==> config.mk <==
export PLATFORM = sky130hd
export DESIGN_NAME = rot_kill_aggregator_flat
export DESIGN_NICKNAME = d
export VERILOG_FILES = /design/src/rtl/rot_kill_aggregator_if.sv /design/src/rtl/rot_kill_aggregator.sv /design/src/flat_wrapper.sv
export SDC_FILE = /design/constraint.sdc
export NUM_CORES = 1
export LEC_CHECK = 0
export ABC_AREA = 1
export CAP_MARGIN = 10
export CORE_ASPECT_RATIO = 0.9
export CORE_MARGIN = 2
export CORE_UTILIZATION = 48
export DETAILED_ROUTE_END_ITERATION = 10
export PLACE_DENSITY = 0.78
export SYNTH_ARGS = -nofsm -noshare
export SYNTH_HDL_FRONTEND = slang
export SYNTH_SLANG_ARGS = --single-unit
==> constraint.sdc <==
create_clock -name clk -period 2.15 [get_ports clk]
set_input_delay 0.645 -clock clk [delete_from_list [all_inputs] [get_ports clk]]
set_output_delay 0.645 -clock clk [all_outputs]
set_load 0.03 [all_outputs]
==> src/rtl/rot_kill_aggregator_if.sv <==
// Bus between the monitor kill stages / CPU taps and the kill aggregator.
// master drives kill levels and trace taps; slave returns sys_reset and the violation log.
interface rot_kill_aggregator_if #(
  parameter int unsigned N_MON = 4,
  parameter int unsigned CNT_W = 8
);
  logic [N_MON-1:0] mon_reset;
  logic [15:0]      pc;
  logic [15:0]      dma_addr;
  logic             dma_en;
  logic             log_clr;
  logic             sys_reset;
  logic             viol_valid;
  logic [N_MON-1:0] viol_cause;
  logic [15:0]      viol_pc;
  logic [15:0]      viol_addr;
  logic             viol_addr_vld;
  logic [CNT_W-1:0] viol_count;

  modport master (
    output mon_reset, pc, dma_addr, dma_en, log_clr,
    input  sys_reset, viol_valid, viol_cause, viol_pc, viol_addr, viol_addr_vld, viol_count
  );

  modport slave (
    input  mon_reset, pc, dma_addr, dma_en, log_clr,
    output sys_reset, viol_valid, viol_cause, viol_pc, viol_addr, viol_addr_vld, viol_count
  );
endinterface

==> src/rtl/rot_kill_aggregator.sv <==
// Aggregates monitor kill levels into one stretched sys_reset and keeps a
// first-violation log (cause, PC, DMA address, count) for the RoT.
module rot_kill_aggregator #(
  parameter int unsigned N_MON   = 4,
  parameter int unsigned MIN_RST = 8,
  parameter int unsigned CNT_W   = 8
) (
  input logic                  clk,
  input logic                  reset,
  rot_kill_aggregator_if.slave bus
);

  localparam int unsigned HW = (MIN_RST > 1) ? $clog2(MIN_RST) : 1;
  localparam logic [HW-1:0] HOLD_LOAD = HW'(MIN_RST - 1);

  localparam logic [1:0] BOOT  = 2'd0;
  localparam logic [1:0] RUN   = 2'd1;
  localparam logic [1:0] HOLD  = 2'd2;
  localparam logic [1:0] DRAIN = 2'd3;

  logic [1:0]       state, state_nxt;
  logic [HW-1:0]    hcnt, hcnt_nxt;
  logic [N_MON-1:0] mon_prev, rise;
  logic             new_viol, mon_any;
  logic [15:0]      pc_d, addr_d;
  logic             en_d;

  logic             valid_nxt, vld_nxt;
  logic [N_MON-1:0] cause_nxt;
  logic [15:0]      pc_nxt, addr_nxt;
  logic [CNT_W-1:0] count_nxt;

  // Only 0->1 edges count, so the power-up kill level never looks like a violation.
  assign rise     = bus.mon_reset & ~mon_prev;
  assign new_viol = |rise;
  assign mon_any  = |bus.mon_reset;

  always_comb begin
    state_nxt = state;
    hcnt_nxt  = hcnt;
    case (state)
      BOOT: begin
        if (!mon_any) state_nxt = RUN;
      end
      RUN: begin
        if (new_viol) begin
          state_nxt = HOLD;
          hcnt_nxt  = HOLD_LOAD;
        end
      end
      HOLD: begin
        if (new_viol) begin
          hcnt_nxt = HOLD_LOAD;
        end else if (hcnt == '0) begin
          state_nxt = mon_any ? DRAIN : RUN;
        end else begin
          hcnt_nxt = hcnt - HW'(1);
        end
      end
      default: begin
        if (new_viol) begin
          state_nxt = HOLD;
          hcnt_nxt  = HOLD_LOAD;
        end else if (!mon_any) begin
          state_nxt = RUN;
        end
      end
    endcase
  end

  // A clear in the same cycle as a violation empties the log first, then captures.
  always_comb begin
    valid_nxt = bus.log_clr ? 1'b0 : bus.viol_valid;
    cause_nxt = bus.log_clr ? '0   : bus.viol_cause;
    pc_nxt    = bus.log_clr ? '0   : bus.viol_pc;
    addr_nxt  = bus.log_clr ? '0   : bus.viol_addr;
    vld_nxt   = bus.log_clr ? 1'b0 : bus.viol_addr_vld;
    count_nxt = bus.log_clr ? '0   : bus.viol_count;
    if (new_viol) begin
      cause_nxt = cause_nxt | rise;
      if (count_nxt != '1) count_nxt = count_nxt + CNT_W'(1);
      if (!valid_nxt) begin
        valid_nxt = 1'b1;
        pc_nxt    = pc_d;
        addr_nxt  = addr_d;
        vld_nxt   = en_d;
      end
    end
  end

  always_ff @(posedge clk) begin
    if (reset) begin
      state             <= BOOT;
      hcnt              <= '0;
      mon_prev          <= '1;
      pc_d              <= '0;
      addr_d            <= '0;
      en_d              <= 1'b0;
      bus.sys_reset     <= 1'b1;
      bus.viol_valid    <= 1'b0;
      bus.viol_cause    <= '0;
      bus.viol_pc       <= '0;
      bus.viol_addr     <= '0;
      bus.viol_addr_vld <= 1'b0;
      bus.viol_count    <= '0;
    end else begin
      state             <= state_nxt;
      hcnt              <= hcnt_nxt;
      mon_prev          <= bus.mon_reset;
      pc_d              <= bus.pc;
      addr_d            <= bus.dma_addr;
      en_d              <= bus.dma_en;
      bus.sys_reset     <= (state_nxt != RUN);
      bus.viol_valid    <= valid_nxt;
      bus.viol_cause    <= cause_nxt;
      bus.viol_pc       <= pc_nxt;
      bus.viol_addr     <= addr_nxt;
      bus.viol_addr_vld <= vld_nxt;
      bus.viol_count    <= count_nxt;
    end
  end

endmodule

==> src/flat_wrapper.sv <==
// flat-port wrapper written by rule: the top's interface ports become plain ports
module rot_kill_aggregator_flat 
#(
  parameter int unsigned N_MON   = 4,
  parameter int unsigned MIN_RST = 8,
  parameter int unsigned CNT_W   = 8
)
  (clk, reset, bus_mon_reset, bus_pc, bus_dma_addr, bus_dma_en, bus_log_clr, bus_sys_reset, bus_viol_valid, bus_viol_cause, bus_viol_pc, bus_viol_addr, bus_viol_addr_vld, bus_viol_count);
  rot_kill_aggregator_if #(.N_MON(N_MON), .CNT_W(CNT_W)) bus_i ();
  input logic clk;
  input logic reset;
  input wire logic [$bits(bus_i.mon_reset)-1:0] bus_mon_reset;
  input wire logic [$bits(bus_i.pc)-1:0] bus_pc;
  input wire logic [$bits(bus_i.dma_addr)-1:0] bus_dma_addr;
  input wire logic [$bits(bus_i.dma_en)-1:0] bus_dma_en;
  input wire logic [$bits(bus_i.log_clr)-1:0] bus_log_clr;
  output wire logic [$bits(bus_i.sys_reset)-1:0] bus_sys_reset;
  output wire logic [$bits(bus_i.viol_valid)-1:0] bus_viol_valid;
  output wire logic [$bits(bus_i.viol_cause)-1:0] bus_viol_cause;
  output wire logic [$bits(bus_i.viol_pc)-1:0] bus_viol_pc;
  output wire logic [$bits(bus_i.viol_addr)-1:0] bus_viol_addr;
  output wire logic [$bits(bus_i.viol_addr_vld)-1:0] bus_viol_addr_vld;
  output wire logic [$bits(bus_i.viol_count)-1:0] bus_viol_count;
  assign bus_i.mon_reset = bus_mon_reset;
  assign bus_i.pc = bus_pc;
  assign bus_i.dma_addr = bus_dma_addr;
  assign bus_i.dma_en = bus_dma_en;
  assign bus_i.log_clr = bus_log_clr;
  assign bus_sys_reset = bus_i.sys_reset;
  assign bus_viol_valid = bus_i.viol_valid;
  assign bus_viol_cause = bus_i.viol_cause;
  assign bus_viol_pc = bus_i.viol_pc;
  assign bus_viol_addr = bus_i.viol_addr;
  assign bus_viol_addr_vld = bus_i.viol_addr_vld;
  assign bus_viol_count = bus_i.viol_count;
  rot_kill_aggregator #(.N_MON(N_MON), .MIN_RST(MIN_RST), .CNT_W(CNT_W)) u_core (.clk(clk), .reset(reset), .bus(bus_i));
endmodule
==> flow_metrics.py, run 1 <==
metrics = {
    "sta": {
        "max-slew-margin-rel": 0.753,
        "period_needed_ns": 2.09,
        "final_max_slew_viol_count": 0,
        "worst_pin_slew_ns": 0.368,
        "fmax_mhz": 478,
        "finalCritPeriodShare": 0.973,
        "fin_skew_ns": 0.00691,
        "hold_viol_final": 0,
        "rsz0062_at_grt": "no",
        "setup_viol": 0,
    },
    "layout": {
        "area_growth_pct": 35.3,
        "final_area_mm2": 0.00458,
        "nets": 554,
        "antenna_cells": 0,
        "fin_util": 0.661,
        "drive_gt1_frac": 0.117,
    },
    "global_route": {
        "grt_overflow": 0,
        "grt_first_pass_wirelength_um": 12000,
        "antenna_found_initial": 0,
        "grt_usage": 0.195,
        "grt_pass1_vias": 2706,
        "grt_max_degree": 44,
    },
    "detailed_routing": {
        "vias": 2867,
        "first_pass_iters": 4,
        "wl_per_cell_um": 11.9,
        "drt-initial-drc-count": 98,
        "viasPerCell": 4.72,
        "drcViolationCount": 0,
        "final_antenna_net_count": 0,
        "wl_um": 7260,
    },
    "power_and_ir_drop": {
        "power.density_mw_per_mm2": 798,
        "ir_drop_mv": 0.358,
        "total_power_mw": 3.66,
        "leakage_nw": 2.05,
    },
    "place": {
        "portBuffers": 86,
        "dp_hpwl_um": 5130,
        "placed_cell_area_mm2": 0.00438,
        "gp_congestion": 0.859,
    },
    "floorplan": {
        "start_util": 0.488,
        "dieHeight_um": 83.7,
        "coreArea_mm2": 0.00693,
        "row_count": 29,
        "dieArea_mm2": 0.00774,
        "die_w_um": 92.5,
        "ios": 87,
    },
    "synth": {
        "yosys.area.top_type": "dfxtp_1",
        "yosysWarnings": 0,
        "yosys-top-cells-area": "dfxtp_1, nor2_1, inv_1, a21oi_1, o21ai_0",
        "synth_seq_cells": 89,
        "avgSynthCellArea_um2": 8.08,
        "syn-cell-area_mm2": 0.00338,
        "synth_fp_nets": 462,
        "synth_top_area_frac": 0.526,
        "synthCells": 419,
        "synth.distinct_cells": 28,
        "synth_sequential_area_ratio": 0.526,
    },
    "outcome": {
        "outcome": "completed",
    },
    "critical_path": {
        "cp_max_fo": 4,
        "path_cells": "clkdlybuf4s50_1",
        "cp.buffers_inverters": 1,
        "required_ns": 1.50,
        "critPathCaptureType": "output port",
        "critical-path-top-delay-family": "buffers and inverters",
        "slowest_delay_ns": 0.71,
        "start_kind": "register",
        "worst_path_max_delay_cell": "clkdlybuf4s50_1",
        "cp.arrival_ns": 1.45,
        "crit_type": "reg -> out",
    },
    "clock_network": {
        "cts_tree": "done",
        "hold_buffers": 0,
        "cts_buffers": 9,
        "htree_num_levels": 3,
        "ctsLongestPathBuffers": 2,
        "cts-root-buf": "clkbuf_8",
        "clk_latency_ns": 0.34,
        "cts_resized": 0,
        "cts.sinks": 89,
        "clk_pin_slew_ns": 0.08,
        "cts_setup_buffers": 0,
    },
    "hold_path": {
        "hold_path_class": "reg -> reg",
    },
    "job": {
        "cap_violations": 0,
    },
}
==> final timing paths <==
path / from / endpoint / slack [ns] / cells past startpoint
setup / recovery: u_core.bus.viol_count[3] / bus_viol_count[3] / 0.06 / 1
hold reg to reg: u_core.bus.viol_cause[1] / u_core.bus.viol_cause[1] / 0.47 / 2
setup reg to reg: u_core.bus.viol_count[0] / u_core.bus.viol_count[6] / 0.68 / 10
hold / removal: u_core.bus.viol_cause[1] / u_core.bus.viol_cause[1] / 0.47 / 2
==> kinds of logic after synthesis <==
| group | share of synthesized area |
|---|---|
| AND/OR/NAND/NOR | 0.218 |
| buffers and inverters | 0.113 |
| adder cells (fa/ha/maj) | 0.0111 |
| AO/OA/AOI/OAI | 0.131 |
| flip-flops | 0.526 |
==> cell type report <==
class	instances	area, um2
clock buffers	9	124
well taps	93	116
inverters	65	251
multi-input cells	246	1220
fillers	593	2350
clock inverters	6	67.6
flip-flops and latches	89	1780
repair buffers	100	1020
==> routing by layer <==
| layer | GRT usage | routed length, um | up-vias |
|---|---|---|---|
| met5 | 0 | 0 | - |
| met4 | 0.0868 | 89 | 0 |
| met1 | 0.248 | 3400 | 1324 |
| met3 | 0.0325 | 302 | 6 |
| li1 | - | - | 1477 |
| met2 | 0.323 | 3470 | 60 |
==> where the power goes <==
group	switching [mW]	internal [mW]	total, mW
clock network	0.575	0.537	1.11
logic	0.412	0.314	0.726
registers	0.0541	1.76	1.82
==> flip-flops by register name, summed over array words and instances, names as in the netlist <==
name	count
u_core.bus.viol_addr_vld	1
u_core.state	2
u_core.addr_d	16
u_core.bus.viol_addr	16
u_core.bus.viol_valid	1
u_core.bus.viol_pc	16
u_core.pc_d	16
u_core.hcnt	3
u_core.bus.sys_reset	1
u_core.en_d	1
u_core.bus.viol_count	8
u_core.bus.viol_cause	4
u_core.mon_prev	4
==> per-stage QoR <==
stage / TNS (ns) / cells / worst slack (ns) / hold WS, ns
after floorplan: 0 / 419 / 0.213 / 0.457
after global placement: -0.182 / 593 / -0.0484 / 0.455
after detailed placement: -1.01 / 593 / -0.183 / 0.456
after CTS: 0 / 608 / 0.0222 / 0.470
after global routing: 0 / 608 / 0.0210 / 0.491
final: 0 / 608 / 0.0591 / 0.469
==> cells in the mapped netlist <==
cell type	number
clkinv_1	1
inv_4	1
nand3_2	2
buf_12	1
dfxtp_1	89
nor2_1	88
a21oi_2	10
a21oi_1	34
inv_2	2
nand3_1	11
nand2_1	40
nand2_2	5
nor2_4	3
inv_1	60
o21ai_1	3
o21ai_0	34
nand2_4	2
nor3_1	2
clkbuf_1	8
buf_6	5
inv_6	1
ha_1	3
nor3b_1	1
nand3b_1	1
or2_2	2
nand4_1	3
nand2_8	2
buf_2	5
==> worst register-to-register path: cells and delay by family, from the launching register on <==
kind          cells  cell delay [ns]
simple gates      8             0.74
fa+ha+maj         1             0.17
flops             1             0.38
buf+inv           1             0.09
==> cells in the final DEF, fill, tap and decap left out, types with 2 or more instances in the layout <==
master            n
buf_12            4
clkinvlp_4        2
inv_6             3
buf_4            10
clkdlybuf4s50_1  82
nand3_1          11
nand2_2           5
dfxtp_1          89
o21ai_0          34
nand3_2           2
a21oi_2          10
a21oi_1          34
o21ai_1           3
nand2_8           2
nand2_1          40
inv_1            60
clkbuf_8          9
inv_2             2
ha_1              3
nor2_4            3
nand2_4           2
nand4_1           3
dlymetal6s2s_1    3
nor2_1           88
or2_2             2
nor3_1            2
Power figures use the tool's default switching activity.
==> inputs of run 2 (changes only) <==
- MAX_ROUTING_LAYER: unset -> met4
- SETUP_SLACK_MARGIN: unset -> 0.15
==> run 2 against run 1 <==
  * Cell area is 1.2% lower
  * Critical endpoint is now bus_viol_count[4]
  * Non-clock buffer count is the same
  * Cell count stayed put
  * Clock-buffer cell count is the same
  * Setup slack improved by 0.26 ns
==> flow_metrics.py, run 2 (synthesis gave the netlist of run 1 again) <==
metrics = {
    "sta": {
        "fmax_mhz": 545,
        "fin_skew_ns": 0.00580,
        "holdWs_ns": 0.467,
        "setup_viol": 0,
        "max-slew-margin-rel": 0.757,
        "final_max_slew_viol_count": 0,
        "finalCritPeriodShare": 0.853,
        "hold_viol_final": 0,
        "worst_pin_slew_ns": 0.362,
        "rsz0062_at_grt": "no",
        "period_needed_ns": 1.83,
    },
    "critical_path": {
        "worst_path_max_delay_cell": "dfxtp_1",
        "crit_start": "u_core.bus.viol_count[4]",
        "cp.arrival_ns": 1.19,
        "timing.rr.end": "u_core.bus.viol_count[6]",
        "slowest_delay_ns": 0.42,
        "reg2reg_depth": 10,
        "required_ns": 1.50,
        "critical-path-top-delay-family": "flip-flops",
        "rrSetupSlack_ns": 0.68,
        "cp.buffers_inverters": 1,
        "cp_max_fo": 4,
        "start_kind": "register",
        "critPathCaptureType": "output port",
        "crit_type": "reg -> out",
        "path_cells": "dlygate4sd2_1",
        "reg2reg_from": "u_core.bus.viol_count[0]",
    },
    "hold_path": {
        "hold_depth": 2,
        "hold_end": "u_core.bus.viol_cause[1]",
        "hold_path_class": "reg -> reg",
        "hp-start": "u_core.bus.viol_cause[1]",
    },
    "clock_network": {
        "htree_num_levels": 3,
        "clk_latency_ns": 0.34,
        "hold_buffers": 0,
        "cts_tree": "done",
        "cts.sinks": 89,
        "clk_pin_slew_ns": 0.08,
        "cts-root-buf": "clkbuf_8",
        "cts_buffers": 9,
        "ctsLongestPathBuffers": 2,
    },
    "global_route": {
        "grt_usage": 0.201,
        "antenna_found_initial": 0,
        "grt_first_pass_wirelength_um": 12100,
        "grt_pass1_vias": 2714,
        "grt_max_degree": 44,
        "grt_overflow": 0,
    },
    "power_and_ir_drop": {
        "swShare": 0.288,
        "clkPwrFrac": 0.308,
        "leakage_nw": 2.20,
        "total_power_mw": 3.61,
        "ir_drop_mv": 0.353,
        "pwr-share-comb": 0.189,
        "p_int_mw": 2.57,
        "p_seq_frac": 0.503,
        "power.density_mw_per_mm2": 798,
        "power_switching_mw": 1.04,
    },
    "detailed_routing": {
        "first_pass_iters": 4,
        "vias": 2868,
        "final_antenna_net_count": 0,
        "drcViolationCount": 0,
        "viasPerCell": 4.72,
        "wl_um": 7300,
        "wl_per_cell_um": 12.0,
        "drt-initial-drc-count": 96,
    },
    "layout": {
        "fillers": 616,
        "drive_gt1_frac": 0.117,
        "final_common_cell": "dfxtp_1",
        "antenna_cells": 0,
        "register_area_mm2": 0.00178,
        "multiInputGateArea_mm2": 0.00122,
        "fin_cells": 608,
        "final_area_mm2": 0.00452,
        "fin_util": 0.653,
        "nets": 554,
        "mostFrequentLayoutCells": "dfxtp_1, nor2_1, inv_1",
        "area_growth_pct": 33.6,
    },
    "place": {
        "dp_hpwl_um": 5130,
        "dpl.cell_count": 593,
        "gp_congestion": 0.873,
        "portBuffers": 86,
        "placed_cell_area_mm2": 0.00438,
    },
    "job": {
        "cap_violations": 0,
    },
    "floorplan": {
        "row_count": 29,
        "ios": 87,
        "dieArea_mm2": 0.00774,
        "start_util": 0.488,
        "die_w_um": 92.5,
        "coreArea_mm2": 0.00693,
        "dieHeight_um": 83.7,
    },
    "outcome": {
        "outcome": "completed",
    },
}
run 2: how the worst max path moves through the flow:
stage                                to  slack, ns  depth (start not counted)
6_report              bus_viol_count[4]       0.32                          1
3_3_place_gp   u_core.bus.viol_count[7]      -0.05                         11
5_1_grt           u_core.bus.viol_pc[9]       0.26                          9
3_5_place_dp   u_core.bus.viol_count[2]      -0.18                         11
4_1_cts                   bus_sys_reset       0.15                          1
2_1_floorplan  u_core.bus.viol_count[6]       0.21                         12
run 2: power by group through the flow:
stage	combinational [mW]	clock (mW)	sequential (mW)
6_report	0.682	1.11	1.81
5_1_grt	0.747	1.21	1.83
4_1_cts	0.688	1.13	1.82
3_5_place_dp	0.728	0	1.86
3_3_place_gp	0.712	0	1.85
2_1_floorplan	0.314	0	1.98
run 2: what timing repair did:
| item | in CTS | in global routing |
|---|---|---|
| pin swaps | 0 | 0 |
| buffers inserted | 0 | 0 |
| gates resized for setup | 45 | 3 |
| endpoints found under the setup margin | 45 | 5 |
| gates cloned | 0 | 0 |
run 2: layout make-up:
class | instances | area share
clock inverters | 6 | 0.0149
multi-input cells | 246 | 0.270
well taps | 93 | 0.0257
repair buffers | 100 | 0.213
inverters | 65 | 0.0556
flip-flops and latches | 89 | 0.394
clock buffers | 9 | 0.0274
run 2: routing by layer:
metal | wire [um] | vias up | GRT usage
li1 | - | 1477 | -
met3 | 247 | 8 | 0.0325
met4 | 113 | 0 | 0.0868
met1 | 3400 | 1328 | 0.250
met2 | 3530 | 55 | 0.323
met5 | 0 | - | -
run 2: worst register-to-register path: cells and delay by family, from the launching register on:
kind          cells  cell delay (ns)
simple gates      8             0.74
flops             1             0.38
buf+inv           1             0.09
fa+ha+maj         1             0.17
run 2: through the flow:
| stage | worst slack (ns) | setup TNS (ns) |
|---|---|---|
| 3_3_place_gp | -0.0484 | -0.182 |
| 3_5_place_dp | -0.183 | -1.01 |
| 5_1_grt | 0.256 | 0 |
| 2_1_floorplan | 0.213 | 0 |
| 6_report | 0.316 | 0 |
| 4_1_cts | 0.151 | 0 |
==> inputs of run 3 (changes only) <==
- CORE_UTILIZATION: 48 -> 50
- CTS_BUF_LIST: unset -> sky130_fd_sc_hd__clkbuf_8
- PLACE_DENSITY: 0.78 -> 0.81
==> run 3 against run 2 <==
  * Sequential share of layout area increased by 0.45 points
  * Total power decreased by 2.4%
  * Non-clock buffer count rose by 1
  * First-iteration DRC count increased by 39%
==> flow_metrics.py, run 3 (synthesis gave the netlist of run 1 again) <==
metrics = {
    "place": {
        "gp_congestion": 0.911,
        "dp_slack_ns": -0.146,
        "portBuffers": 86,
        "dp_hpwl_um": 5430,
    },
    "clock_network": {
        "clk_pin_slew_ns": 0.09,
        "cts_buffers": 9,
        "cts.sinks": 89,
        "cts_tree": "done",
        "cts-root-buf": "clkbuf_8",
        "cts_setup_buffers": 0,
        "ctsLongestPathBuffers": 2,
        "clk_latency_ns": 0.35,
        "hold_buffers": 0,
        "htree_num_levels": 3,
    },
    "detailed_routing": {
        "wl_um": 7560,
        "wl_per_cell_um": 12.5,
        "viasPerCell": 4.72,
        "drt-initial-drc-count": 133,
        "drcViolationCount": 0,
        "first_pass_iters": 4,
        "vias": 2867,
        "final_antenna_net_count": 0,
    },
    "critical_path": {
        "cp.arrival_ns": 1.22,
        "start_kind": "register",
        "worst_path_max_delay_cell": "dfxtp_1",
        "cp_max_fo": 4,
        "crit_type": "reg -> out",
        "path_cells": "dlygate4sd2_1",
        "reg2reg_depth": 9,
        "critical-path-top-delay-family": "flip-flops",
        "critPathCaptureType": "output port",
        "slowest_delay_ns": 0.44,
        "crit_cells": 1,
        "required_ns": 1.50,
        "cp.buffers_inverters": 1,
    },
    "power_and_ir_drop": {
        "swShare": 0.303,
        "leakage_nw": 2.18,
        "p_seq_frac": 0.517,
        "power.density_mw_per_mm2": 787,
        "total_power_mw": 3.52,
        "p_int_mw": 2.45,
        "pwr-share-comb": 0.190,
        "ir_drop_mv": 0.488,
        "clkPwrFrac": 0.293,
        "power_switching_mw": 1.07,
    },
    "sta": {
        "fin_ws_ns": 0.286,
        "hold_viol_final": 0,
        "period_needed_ns": 1.86,
        "final_max_slew_viol_count": 0,
        "fin_skew_ns": 0.0127,
        "fmax_mhz": 537,
        "setup_viol": 0,
        "rsz0062_at_grt": "no",
        "max-slew-margin-rel": 0.765,
        "worst_pin_slew_ns": 0.353,
        "finalCritPeriodShare": 0.867,
    },
    "floorplan": {
        "row_count": 28,
        "dieArea_mm2": 0.00744,
        "die_w_um": 90.7,
        "ios": 87,
        "start_util": 0.517,
        "dieHeight_um": 82.1,
        "coreArea_mm2": 0.00655,
    },
    "global_route": {
        "grt.busiest_layer": "met2",
        "antenna_found_initial": 0,
        "grt_usage": 0.215,
        "grt_max_degree": 34,
        "use_met2": 0.354,
        "met3_usage": 0.0394,
        "grt_first_pass_wirelength_um": 12200,
        "grt_pass1_vias": 2718,
        "use_met1": 0.264,
        "grt_overflow": 0,
    },
    "layout": {
        "drive_gt1_frac": 0.116,
        "antenna_cells": 0,
        "multiInputGateArea_mm2": 0.00122,
        "nets": 555,
        "area_growth_pct": 32.1,
        "fillers": 548,
        "final_common_cell": "dfxtp_1",
        "register_area_mm2": 0.00178,
        "mostFrequentLayoutCells": "dfxtp_1, nor2_1, inv_1",
    },
    "job": {
        "cap_violations": 0,
    },
    "outcome": {
        "outcome": "completed",
    },
    "hold_path": {
        "hold_depth": 2,
        "hold_path_class": "reg -> reg",
    },
}
run 3: changes by cell type in the layout (fill, tap and decap cells not counted), sizes merged:
cell | before | now
dlygate4sd2 | 45 | 47
inv | 66 | 68
clkdlybuf4s50 | 37 | 38
dlymetal6s2s | 3 | 1
bufinv | 1 | 0
run 3: stage by stage:
stage	std cells	cell area [um2]	TNS (ns)	hold WS [ns]	util
after floorplan	419	3380	0	0.457	-
after global placement	591	4350	-0.355	0.454	0.664
after detailed placement	591	4350	-1.35	0.464	0.664
after CTS	607	4470	0	0.474	0.682
after global routing	607	4470	0	0.499	0.683
final	607	4470	0	0.473	0.683
run 3: area by class of cell:
cell class                 instances  share of cell area
sequential                        89               0.398
multi-input combinational        246               0.273
timing repair buffer             101               0.208
inverter                          65              0.0562
clock buffer                       9              0.0277
tap                               90              0.0252
clock inverter                     7              0.0118
run 3: final timing paths:
path                                 start                  endpoint  slack, ns
setup / recovery  u_core.bus.viol_count[4]         bus_viol_count[4]       0.29
hold / removal    u_core.bus.viol_cause[1]  u_core.bus.viol_cause[1]       0.47
setup reg to reg  u_core.bus.viol_count[1]  u_core.bus.viol_count[1]       0.67
hold reg to reg   u_core.bus.viol_cause[1]  u_core.bus.viol_cause[1]       0.47
run 3: what timing repair did:
action	4_1_cts	5_1_grt
gates resized for setup	47	1
endpoints found under the hold margin	0	0
setup endpoints to repair	47	6
run 3: power groups by stage:
stage	clock [mW]	combinational, mW	sequential (mW)
2_1_floorplan	0	0.314	1.98
3_3_place_gp	0	0.700	1.85
3_5_place_dp	0	0.717	1.86
4_1_cts	1.05	0.675	1.82
5_1_grt	1.12	0.734	1.83
6_report	1.03	0.670	1.82
run 3: metal layers:
| metal | part of all wire | vias to the layer above |
|---|---|---|
| li1 | - | 1480 |
| met1 | 0.46 | 1284 |
| met2 | 0.48 | 91 |
| met3 | 0.051 | 12 |
| met4 | 0.017 | 0 |
| met5 | 0 | - |
